$ cat src/rtl/opb_master_pkg.sv
// opb_master_pkg: shared states, status codes and defaults for the single-beat OPB master
package opb_master_pkg;
  typedef enum logic [2:0] {IDLE, REQ, XFER, BACKOFF, DONE} state_t;
  typedef enum logic [1:0] {ST_OK = 2'b00, ST_ERR = 2'b01, ST_TOUT = 2'b10, ST_RETRY = 2'b11} status_t;
  localparam int DEF_TIMEOUT   = 16;
  localparam int DEF_MAX_RETRY = 3;
endpackage

$ cat src/rtl/opb_master_tout_cnt.sv
// opb_master_tout_cnt: clear/enable/hold counter; tc flags the cycle whose increment reaches C_TIMEOUT
module opb_master_tout_cnt import opb_master_pkg::*; #(
  parameter int C_TIMEOUT = DEF_TIMEOUT
) (
  input  logic clk,
  input  logic rst_n,
  input  logic clr,
  input  logic en,
  output logic tc
);
  localparam int W = $clog2(C_TIMEOUT + 1);
  localparam logic [W-1:0] LAST = W'(C_TIMEOUT - 1);
  logic [W-1:0] cnt;
  always_ff @(posedge clk or negedge rst_n)
    if (!rst_n) cnt <= '0;
    else if (clr) cnt <= '0;
    else if (en) cnt <= cnt + 1'b1;
  assign tc = en && cnt == LAST;
endmodule

$ cat src/rtl/opb_single_master.sv
// opb_single_master: single-beat OPB initiator taking one read/write command at a time
// and returning a one-cycle response with read data and completion status.
module opb_single_master import opb_master_pkg::*; #(
  parameter int C_OPB_AWIDTH = 32,
  parameter int C_OPB_DWIDTH = 32,
  parameter int C_TIMEOUT    = DEF_TIMEOUT,
  parameter int C_MAX_RETRY  = DEF_MAX_RETRY
) (
  input  logic                      OPB_Clk,
  input  logic                      OPB_Rst,
  input  logic                      cmd_valid,
  output logic                      cmd_ready,
  input  logic                      cmd_rnw,
  input  logic [C_OPB_AWIDTH-1:0]   cmd_addr,
  input  logic [C_OPB_DWIDTH/8-1:0] cmd_be,
  input  logic [C_OPB_DWIDTH-1:0]   cmd_wdata,
  output logic                      rsp_valid,
  output logic [C_OPB_DWIDTH-1:0]   rsp_rdata,
  output logic [1:0]                rsp_status,
  output logic                      M_request,
  output logic                      M_select,
  output logic                      M_RNW,
  output logic                      M_seqAddr,
  output logic                      M_busLock,
  output logic [0:C_OPB_AWIDTH-1]   M_ABus,
  output logic [0:C_OPB_DWIDTH/8-1] M_BE,
  output logic [0:C_OPB_DWIDTH-1]   M_DBus,
  input  logic                      OPB_MGrant,
  input  logic                      OPB_xferAck,
  input  logic                      OPB_errAck,
  input  logic                      OPB_retry,
  input  logic                      OPB_toutSup,
  input  logic [0:C_OPB_DWIDTH-1]   OPB_DBus
);
  localparam int RW = $clog2(C_MAX_RETRY + 2);
  localparam logic [RW-1:0] RMAX = RW'(C_MAX_RETRY);
  state_t state, state_nxt;
  status_t st_nxt;
  logic [RW-1:0] retry_q, retry_nxt;
  logic rnw_q, accept, tout, to_xfer;
  logic [C_OPB_AWIDTH-1:0] addr_q;
  logic [C_OPB_DWIDTH/8-1:0] be_q;
  logic [C_OPB_DWIDTH-1:0] wdata_q;
  assign M_seqAddr = 1'b0;
  assign M_busLock = 1'b0;
  assign accept = state == IDLE && cmd_valid;
  assign to_xfer = state_nxt == XFER;
  opb_master_tout_cnt #(.C_TIMEOUT(C_TIMEOUT)) u_tout (
    .clk  (OPB_Clk),
    .rst_n(OPB_Rst),
    .clr  (state != XFER),
    .en   (state == XFER && !OPB_toutSup),
    .tc   (tout)
  );
  always_ff @(posedge OPB_Clk or negedge OPB_Rst)
    if (!OPB_Rst) state <= IDLE;
    else state <= state_nxt;
  // Exit priority in XFER: ack, then errAck, then retry, then timeout
  always_comb begin
    state_nxt = state;
    st_nxt = ST_OK;
    retry_nxt = accept ? '0 : retry_q;
    case (state)
      IDLE:    state_nxt = cmd_valid ? REQ : IDLE;
      REQ:     state_nxt = OPB_MGrant ? XFER : REQ;
      XFER:
        if (OPB_xferAck) begin
          state_nxt = DONE;
          st_nxt = OPB_errAck ? ST_ERR : ST_OK;
        end else if (OPB_errAck) begin
          state_nxt = DONE;
          st_nxt = ST_ERR;
        end else if (OPB_retry) begin
          retry_nxt = retry_q + 1'b1;
          state_nxt = retry_nxt > RMAX ? DONE : BACKOFF;
          st_nxt = ST_RETRY;
        end else if (tout) begin
          state_nxt = DONE;
          st_nxt = ST_TOUT;
        end
      BACKOFF: state_nxt = REQ;
      DONE:    state_nxt = IDLE;
      default: state_nxt = IDLE;
    endcase
  end
  // Outputs are decoded from the next state so every one of them comes straight off a flop
  always_ff @(posedge OPB_Clk or negedge OPB_Rst)
    if (!OPB_Rst) begin
      rnw_q      <= 1'b0;
      addr_q     <= '0;
      be_q       <= '0;
      wdata_q    <= '0;
      retry_q    <= '0;
      cmd_ready  <= 1'b1;
      rsp_valid  <= 1'b0;
      rsp_rdata  <= '0;
      rsp_status <= ST_OK;
      M_request  <= 1'b0;
      M_select   <= 1'b0;
      M_RNW      <= 1'b0;
      M_ABus     <= '0;
      M_BE       <= '0;
      M_DBus     <= '0;
    end else begin
      if (accept) begin
        rnw_q   <= cmd_rnw;
        addr_q  <= cmd_addr;
        be_q    <= cmd_be;
        wdata_q <= cmd_wdata;
      end
      retry_q    <= retry_nxt;
      cmd_ready  <= state_nxt == IDLE;
      rsp_valid  <= state_nxt == DONE;
      rsp_status <= state_nxt == DONE ? st_nxt : ST_OK;
      rsp_rdata  <= state_nxt == DONE && rnw_q && st_nxt == ST_OK ? OPB_DBus : '0;
      M_request  <= state_nxt == REQ;
      M_select   <= to_xfer;
      M_RNW      <= to_xfer && rnw_q;
      M_ABus     <= to_xfer ? addr_q : '0;
      M_BE       <= to_xfer ? be_q : '0;
      M_DBus     <= to_xfer && !rnw_q ? wdata_q : '0;
    end
endmodule

$ cat config.mk
export PLATFORM = sky130hd
export DESIGN_NAME = opb_single_master
export DESIGN_NICKNAME = d
export VERILOG_FILES = /design/src/rtl/opb_master_pkg.sv /design/src/rtl/opb_master_tout_cnt.sv /design/src/rtl/opb_single_master.sv
export SDC_FILE = /design/constraint.sdc
export NUM_CORES = 1
export LEC_CHECK = 0
export CORE_ASPECT_RATIO = 1.1
export CORE_MARGIN = 2
export CORE_UTILIZATION = 49
export DETAILED_ROUTE_END_ITERATION = 8
export PLACE_DENSITY = 0.85
export SLEW_MARGIN = 0
export SYNTH_ARGS = -nofsm -noshare
export SYNTH_HDL_FRONTEND = slang
export SYNTH_SLANG_ARGS = --single-unit
$ cat constraint.sdc
create_clock -name OPB_Clk -period 2.6 [get_ports OPB_Clk]
set_input_delay 0.52 -clock OPB_Clk [delete_from_list [all_inputs] [get_ports OPB_Clk]]
set_output_delay 0.52 -clock OPB_Clk [all_outputs]
set_load 0.05 [all_outputs]
Yosys cells after proc, flatten, opt, wreduce, memory -nomap -nowiden --
Index checks and enable logic that the tools add are counted. W data, S select, Z words.
Operators by class: $add $sub $neg 2, $lt $le $gt $ge 1, equal/unequal tests 8, multiplexer cells 26, reduce and logical (&&, ||, !) cells 13
Operators by type and width (count):
- $mux W32 | 3
- $mux W3 | 10
- $mux W2 | 7
- $pmux W3 S4 | 1
- $mux W5 | 2
- $eq A3 B2 Y1 const B | 3
- $logic_and A1 B1 Y1 | 7
- $eq A3 B1 Y1 const B | 2
- $logic_not A3 Y1 | 2
- $add A5 B1 Y5 const B | 1
- $eq A5 B4 Y1 const B | 1
- $mux W4 | 1
- $add A3 B1 Y3 const B | 1
- $eq A3 B3 Y1 const B | 1
- $gt A3 B2 Y1 const B | 1
- $ne A3 B2 Y1 const B | 1
- $logic_not A1 Y1 | 2
- $logic_not A2 Y1 | 1
- $mux W1 | 2
- $reduce_bool A2 Y1 | 1
Word-level totals: register bits 187, output and inout bits 109, word-level logic and storage cells 67

Logic depth before layout (Yosys ltp) --
Gate-level depths: netlist of run 1.
word-level depth 12, depth in mapped cells 8, mapped depth without buffers 7

Modules after synthesis --
Synthesis of run 1 repeated with hierarchy kept, for this count alone.
Unflattened totals: cells, all modules 452, area, all modules 6770.2 µm²
By module, submodules not included:
- opb_single_master | instances 1, cells each 428, area an instance 6485.0 µm²
- opb_master_tout_cnt | instances 1, cells each 24, area an instance 285.3 µm²

Least setup slack after synthesis of run 1 --
No wires, ideal clock.
path type register to register, from register u_tout.cnt[0], to register M_DBus[10] (netlist name), library setup time 0.066 ns, arrival time 1.652 ns, data required time 2.534 ns, path slack 0.883 ns, stages on the path, launching flop included 9, period minus slack after synthesis 1.717 ns, cells stage by stage dfrtp_1 -> ha_1 -> and3_1 -> ha_1 -> nand2b_1 -> a41o_1 -> nor2b_2 -> clkbuf_2 -> and2_1
On the way: word-level cells in the longest chain between the ends 10
Ends and longest elaborated chain:
- start, declared | line opb_master_tout_cnt.sv:13 | logic [W-1:0] cnt;
- start signal, assigned | line opb_master_tout_cnt.sv:17 | else if (en) cnt <= cnt + 1'b1;
- $eq A5 B4 Y1 | line opb_master_tout_cnt.sv:18 | assign tc = en && cnt == LAST;
- $logic_and A1 B1 Y1 | line opb_master_tout_cnt.sv:18
- $mux W3 | line opb_single_master.sv:77 | end else if (tout) begin
- $mux W3 | line opb_single_master.sv:73 | end else if (OPB_retry) begin
- $mux W3 | line opb_single_master.sv:70 | end else if (OPB_errAck) begin
- $mux W3 | line opb_single_master.sv:67 | if (OPB_xferAck) begin
- $pmux W3 S4 | line opb_single_master.sv:63 | case (state)
- $eq A3 B2 Y1 | line opb_single_master.sv:47 | assign to_xfer = state_nxt == XFER;
- $logic_and A1 B1 Y1 | line opb_single_master.sv:121 | M_DBus <= to_xfer && !rnw_q ? wdata_q : '0;
- $mux W32 | line opb_single_master.sv:121
- end signal, assigned | line opb_single_master.sv:121
- end, declared | line opb_single_master.sv:27 | output logic [0:C_OPB_DWIDTH-1] M_DBus,
No other way between the ends. A chain may end at the register's enable or synchronous reset.

Final worst setup path of run 1 --
from register cmd_ready, to output port cmd_ready
RTL lines:
- start, declared | line opb_single_master.sv:12 | output logic cmd_ready,
- start signal, assigned | line opb_single_master.sv:94 | cmd_ready <= 1'b1;
- start signal, assigned | line opb_single_master.sv:112 | cmd_ready <= state_nxt == IDLE;
No word-level cell between the ends.

==> flow_summary.yaml, run 1 <==
layout:
  syn_to_final_growth_pct: 45.2
  final_nets: 913
  num-fill-cells: 884
  diodes: 0
  stdcell_area_um2: 9630
  final_common_cell: "clkdlybuf4s50_1"
  mostFrequentLayoutCells: "clkdlybuf4s50_1 (214), nand2_1 (208), dfrtp_1 (186)"
  drive_gt1_frac: 0.0579
clocking:
  ctsHoldBuffers: 0
  htree_levels: 4
  postCtsSetupRepairBufs: 0
  root_buffer: "clkbuf_16"
  cts.clk_slew.worst_paths_ns: 0.07
  cts_tree: "built"
  cts_buffers: 17
  cts.sinks: 187
  ctsResizeCount: 0
  clock_latency_ns: 0.42
  clock_path_buffers: 2
timing:
  skew_ns: 0.0105
  final.min_clock_period_ns: 2.27
  timing.final.crit_share: 0.875
  setup_viol: 0
  max_slew_margin: 0.602
  slew_viol_final: 0
  rsz0062_at_grt: "no"
  tns_ns: 0
  worst_pin_slew_ns: 0.595
  hold_viol: 0
  fmax_mhz: 440
setup_path:
  end_kind: "output port"
  slowest_stage: "clkdlybuf4s50_1"
  path_cells: "clkdlybuf4s50_1"
  required_ns: 2.08
  rr_worst_depth: 8
  criticalPathCategory: "reg2out"
  crit_buf_inv: 1
  regToRegSetupSlack_ns: 0.67
  cpPeakStageDelay_ns: 0.81
  crit_fanout: 1
  critPathTopFamily: "buffers and inverters"
  r2r-end: "M_DBus[3]$_DFF_PN0_"
  critPathLaunchType: "register"
  r2r_start: "u_tout.cnt[0]$_DFFE_PN0P_"
  cp.arrival_ns: 1.75
route:
  via_per_inst: 4.91
  wl_per_cell_um: 16.2
  wl_mm: 15.7
  drc: 0
  ant_nets: 0
  num_vias: 4774
  drtPass1Iterations: 4
  drt-initial-drc-count: 341
placement:
  dp_hpwl_mm: 10.8
  gp_congestion: 0.854
  placement.io_buffers: 215
  placed_area_um2: 8960
power_and_ir_drop:
  power-per-cell-area_nw_per_um2: 1020
  p_leak_nw: 4.71
  irDropWorstVdd_mv: 0.636
outcome:
  status: "complete, no violations"
synth:
  yosysSeqAreaShare: 0.706
  avgSynthCellArea_um2: 11.4
  synthArstFlopShare: 1.00
  synth.ff_latch_count: 187
  synthCells: 584
  synthFlopType: "dfrtp_1"
  synth.distinct_cells: 35
  syn_area_um2: 6630
  synth_edf_count: 0
  ys_warn_count: 0
floorplan:
  rows: 44
  die_w_um: 115
  start_util: 0.502
  io_pins: 218
  die-area_um2: 14500
  die_h_um: 126
  core_um2: 13200
grt:
  grt_overflow: 0
  grt_max_degree: 77
  grt_pass1_wl_mm: 24.6
  grt_pass1_vias: 4974
  antenna_found_initial: 0
  grt_use_total: 0.224
hold_path:
  hp-class: "in2async"
run:
  maxCapViolCount: 0
cell type report:
| class | count | area (um2) | area share |
|---|---|---|---|
| inverter | 4 | 15.0 | 0.00156 |
| timing repair buffer | 226 | 2260 | 0.235 |
| multi-input combinational | 364 | 1800 | 0.187 |
| clock buffer | 24 | 482 | 0.0500 |
| clock inverter | 7 | 185 | 0.0192 |
| tap | 161 | 201 | 0.0209 |
| sequential | 187 | 4680 | 0.486 |
metrics by stage:
stage | total power, mW | hold slack (ns) | setup WS, ns | instances | utilization
3_5_place_dp | 6.99 | 0.454 | 0.371 | 942 | 0.678
6_report | 9.85 | 0.0334 | 0.326 | 973 | 0.729
5_1_grt | 10.3 | 0.0526 | 0.284 | 973 | 0.729
4_1_cts | 9.93 | 0.0423 | 0.303 | 973 | 0.729
3_3_place_gp | 6.85 | 0.448 | 0.430 | 942 | 0.678
2_1_floorplan | 5.88 | 0.224 | 0.883 | 585 | -
how the worst max path moves through the flow:
stage                                         start                    to  slack (ns)  depth (start not counted)
after CTS                       cmd_ready$_DFF_PN1_             cmd_ready        0.30                          1
after global routing            cmd_ready$_DFF_PN1_             cmd_ready        0.28                          1
after detailed placement                OPB_toutSup   M_DBus[8]$_DFF_PN0_        0.37                          6
after global placement                  OPB_toutSup   M_DBus[1]$_DFF_PN0_        0.43                          6
final                           cmd_ready$_DFF_PN1_             cmd_ready        0.33                          1
after floorplan           u_tout.cnt[0]$_DFFE_PN0P_  M_DBus[10]$_DFF_PN0_        0.88                          8
synthesized netlist by cell type, types with 2 or more instances:
master    count  share of area
nand2_1     208           0.12
dfrtp_1     186           0.70
and2_1      101          0.095
clkbuf_1     14         0.0079
nor2_1        9         0.0051
clkbuf_2      8         0.0060
a21oi_1       5         0.0038
buf_2         4         0.0030
ha_1          4         0.0075
inv_1         4         0.0023
nand2b_1      4         0.0038
nand3_1       4         0.0030
buf_4         3         0.0034
o21ai_0       3         0.0023
mux2i_1       2         0.0030
nand4b_1      2         0.0026
nor2b_1       2         0.0019
nor3_1        2         0.0015
xnor2_1       2         0.0026
xor2_1        2         0.0026
routing by layer:
metal / track usage / part of all wire / up-vias
li1: - / - / 2214
met1: 0.255 / 0.39 / 2328
met2: 0.386 / 0.52 / 189
met3: 0.0505 / 0.053 / 43
met4: 0.126 / 0.039 / 0
met5: 0 / 0 / -
kinds of logic after synthesis:
family                   synth area share
AND/OR/NAND/NOR                     0.243
flip-flops                          0.706
buffers and inverters              0.0243
AO/OA/AOI/OAI                      0.0108
adder cells (fa/ha/maj)           0.00755
XOR/XNOR                          0.00528
multiplexers                      0.00302
other                            0.000565
registers in the layout, summed over array words and instances (netlist names):
name and cells:
M_ABus 32, M_DBus 32, addr_q 32, rsp_rdata 32, wdata_q 32, u_tout.cnt 5
M_BE 4, be_q 4, retry_q 3, state 3, rsp_status 2, M_RNW 1
M_request 1, M_select 1, cmd_ready 1, rnw_q 1, rsp_valid 1
power by group:
part / leakage, nW / switching (mW) / total, mW / internal [mW]
clock: 0.324 / 1.03 / 2.90 / 1.88
sequential: 2.48 / 0.347 / 4.03 / 3.69
combinational: 1.91 / 1.89 / 2.91 / 1.02
total: 4.71 / 3.26 / 9.85 / 6.58
Note: power is estimated with default switching activity, not from simulation.
==> run 2, diff against run 1 <==
--- a/config.mk
+++ b/config.mk
@@ -5,12 +5,12 @@
 export SDC_FILE = /design/constraint.sdc
 export NUM_CORES = 1
 export LEC_CHECK = 0
-export CORE_ASPECT_RATIO = 1.1
 export CORE_MARGIN = 2
-export CORE_UTILIZATION = 49
+export CORE_UTILIZATION = 46
 export DETAILED_ROUTE_END_ITERATION = 8
-export PLACE_DENSITY = 0.85
+export PLACE_DENSITY = 0.8
 export SLEW_MARGIN = 0
 export SYNTH_ARGS = -nofsm -noshare
 export SYNTH_HDL_FRONTEND = slang
+export SYNTH_HIERARCHICAL = 1
 export SYNTH_SLANG_ARGS = --single-unit
==> constraint.sdc (replaced) <==
create_clock -name OPB_Clk -period 2.29 [get_ports OPB_Clk]
set_input_delay 0.458 -clock OPB_Clk [delete_from_list [all_inputs] [get_ports OPB_Clk]]
set_output_delay 0.458 -clock OPB_Clk [all_outputs]
set_load 0.05 [all_outputs]
==> run 2 against run 1 <==
Clock-buffer cell count is 5 lower. Hold slack worse by 0.026 ns. Critical path depth stayed put. Non-clock buffer count is 9 higher. Power is 19% higher. Critical endpoint unchanged. Largest power group unchanged.
==> flow_summary.yaml, run 2 <==
clocking:
  cts.clk_slew.worst_paths_ns: 0.07
  htree_levels: 4
  clock_path_buffers: 2
  root_buffer: "clkbuf_16"
  clock_latency_ns: 0.43
  ctsHoldBuffers: 0
  cts_tree: "built"
  cts.sinks: 187
  cts_buffers: 17
route:
  drc: 0
  num_vias: 4198
  via_per_inst: 4.79
  wl_met2_mm: 7.44
  wl_mm: 14.4
  wl_per_cell_um: 16.5
  highest_layer: "met4"
  wl_met1_mm: 6.01
  drtPass1Iterations: 4
  ant_nets: 0
  wl_met3_um: 748
  drt-initial-drc-count: 290
power_and_ir_drop:
  p_seq_frac: 0.402
  pwr-share-clk: 0.249
  switching_power_mw: 3.97
  p_leak_nw: 4.32
  p_int_mw: 7.78
  sw_frac_of_total: 0.338
  irDropWorstVdd_mv: 0.551
  combPwrFrac: 0.349
  power_mw: 11.8
  power-per-cell-area_nw_per_um2: 1190
timing:
  fmax_mhz: 455
  worst_pin_slew_ns: 0.547
  skew_ns: 0.0112
  hold_viol: 0
  slew_viol_final: 0
  holdWs_ns: 0.00742
  timing.final.crit_share: 0.960
  rsz0062_at_grt: "no"
  setup_viol: 0
  final.min_clock_period_ns: 2.20
  max_slew_margin: 0.634
setup_path:
  critPathTopFamily: "buffers and inverters"
  end_kind: "output port"
  regToRegSetupSlack_ns: 0.14
  cpPeakStageDelay_ns: 0.81
  r2r-end: "M_DBus[23]$_DFF_PN0_"
  criticalPathCategory: "reg2out"
  required_ns: 1.83
  slowest_stage: "clkdlybuf4s50_1"
  path_cells: "clkdlybuf4s50_1"
  r2r_start: "u_tout/cnt[1]$_DFFE_PN0P_"
  critPathLaunchType: "register"
  crit_fanout: 1
  crit_buf_inv: 1
  rr_worst_depth: 8
  cp.arrival_ns: 1.74
layout:
  final_common_cell: "clkdlybuf4s50_1"
  final_nets: 793
  mostFrequentLayoutCells: "clkdlybuf4s50_1 (214), dfrtp_1 (186), mux2_2 (61)"
  diodes: 0
  syn_to_final_growth_pct: 45.6
  final_core_util: 0.681
  drive_gt1_frac: 0.189
grt:
  grt_overflow: 0
  grt_pass1_vias: 4608
  grt_pass1_wl_mm: 23.9
  antenna_found_initial: 0
  grt_use_total: 0.195
  grt_max_degree: 59
floorplan:
  start_util: 0.468
  die_w_um: 125
  die-area_um2: 15700
  io_pins: 218
  rows: 44
  die_h_um: 125
  core_um2: 14500
synth:
  synth_area_leaders: "dfrtp_1 (69%), mux2_2 (10%), nor3b_1 (3.7%)"
  synthFlopType: "dfrtp_1"
  synthArstFlopShare: 1.00
  yosysSeqAreaShare: 0.691
  synth.ff_latch_count: 187
  ys_top_cells_by_count: "dfrtp_1 (186), mux2_2 (61), nor2b_1 (38)"
  syn_area_um2: 6770
  ys_warn_count: 6
  synth.distinct_cells: 48
  synth_edf_count: 0
  synthMostInstantiatedCell: "dfrtp_1"
  synthCells: 452
  avgSynthCellArea_um2: 15.0
  yosysTopAreaCell: "dfrtp_1"
  yosysTopAreaCellShare: 0.687
placement:
  placement.io_buffers: 215
  dp_hpwl_mm: 10.1
  gp_congestion: 0.772
run:
  maxCapViolCount: 0
hold_path:
  hp-class: "in2async"
outcome:
  status: "complete, no violations"
## run 2: cell count changes after synthesis, sizes merged, moves of 3 or more
cell / previous run / this run
nand2b: 4 / 1
nand2: 208 / 4
inv: 4 / 7
clkbuf: 22 / 11
buf: 8 / 16
nor2b: 3 / 38
nand3: 4 / 1
and2: 101 / 33
nor3b: 2 / 34
mux2: 0 / 71
## run 2: kinds of logic after synthesis
| family | after synthesis | share of synthesized area |
|---|---|---|
| simple gates | 133 | 0.133 |
| flops | 187 | 0.691 |
| fa+ha+maj | 4 | 0.00739 |
| buf+inv | 34 | 0.0261 |
| mux | 73 | 0.122 |
| xor+xnor | 2 | 0.00259 |
| compound gates | 18 | 0.0176 |
| other cells | 1 | 0.000554 |
## run 2: repair_timing
action / 4_1_cts / 5_1_grt
resized for setup: 1 / 5
buffers inserted: 0 / 0
pin swaps: 0 / 0
endpoints found under the setup margin: 4 / 9
## run 2: stage by stage
stage               TNS, ns  setup WS [ns]  std cells  cell area, um2
finish                    0         0.0921        877            9860
CTS                       0         0.0576        877            9830
detailed placement  -0.0970        -0.0340        845            9240
global route              0        0.00313        877            9860
global placement          0         0.0529        845            9240
floorplan                 0         0.0426        453            6770
## run 2: power by group through the flow
stage	sequential (mW)	clock, mW	combinational [mW]
after floorplan	5.87	0	1.58
after global placement	4.72	0	4.03
after detailed placement	4.78	0	4.13
after CTS	4.73	2.99	4.14
after global routing	4.84	3.13	4.35
final	4.72	2.93	4.10
## run 2: worst max-delay path by stage
stage | start | end | slack (ns) | depth (start not counted)
2_1_floorplan | state[2]$_DFF_PN0_ | M_DBus[1]$_DFF_PN0_ | 0.04 | 10
3_3_place_gp | OPB_toutSup | M_DBus[8]$_DFF_PN0_ | 0.05 | 7
3_5_place_dp | OPB_toutSup | M_DBus[31]$_DFF_PN0_ | -0.03 | 7
4_1_cts | cmd_ready$_DFF_PN1_ | cmd_ready | 0.06 | 1
5_1_grt | u_tout/cnt[1]$_DFFE_PN0P_ | M_DBus[30]$_DFF_PN0_ | 0.003 | 8
6_report | cmd_ready$_DFF_PN1_ | cmd_ready | 0.09 | 1
## run 2: final cells by class
type	count	area [um2]
clock buffers	19	453
repair buffers	235	2370
clock inverters	13	141
well taps	184	230
multi-input cells	232	1960
inverters	7	26.3
fillers	1021	4620
flip-flops and latches	187	4680
## run 2: routing by layer
| layer | vias to the layer above | track usage |
|---|---|---|
| li1 | 1960 | - |
| met1 | 2098 | 0.247 |
| met2 | 122 | 0.324 |
| met3 | 18 | 0.0573 |
| met4 | 0 | 0.0641 |
| met5 | - | 0 |
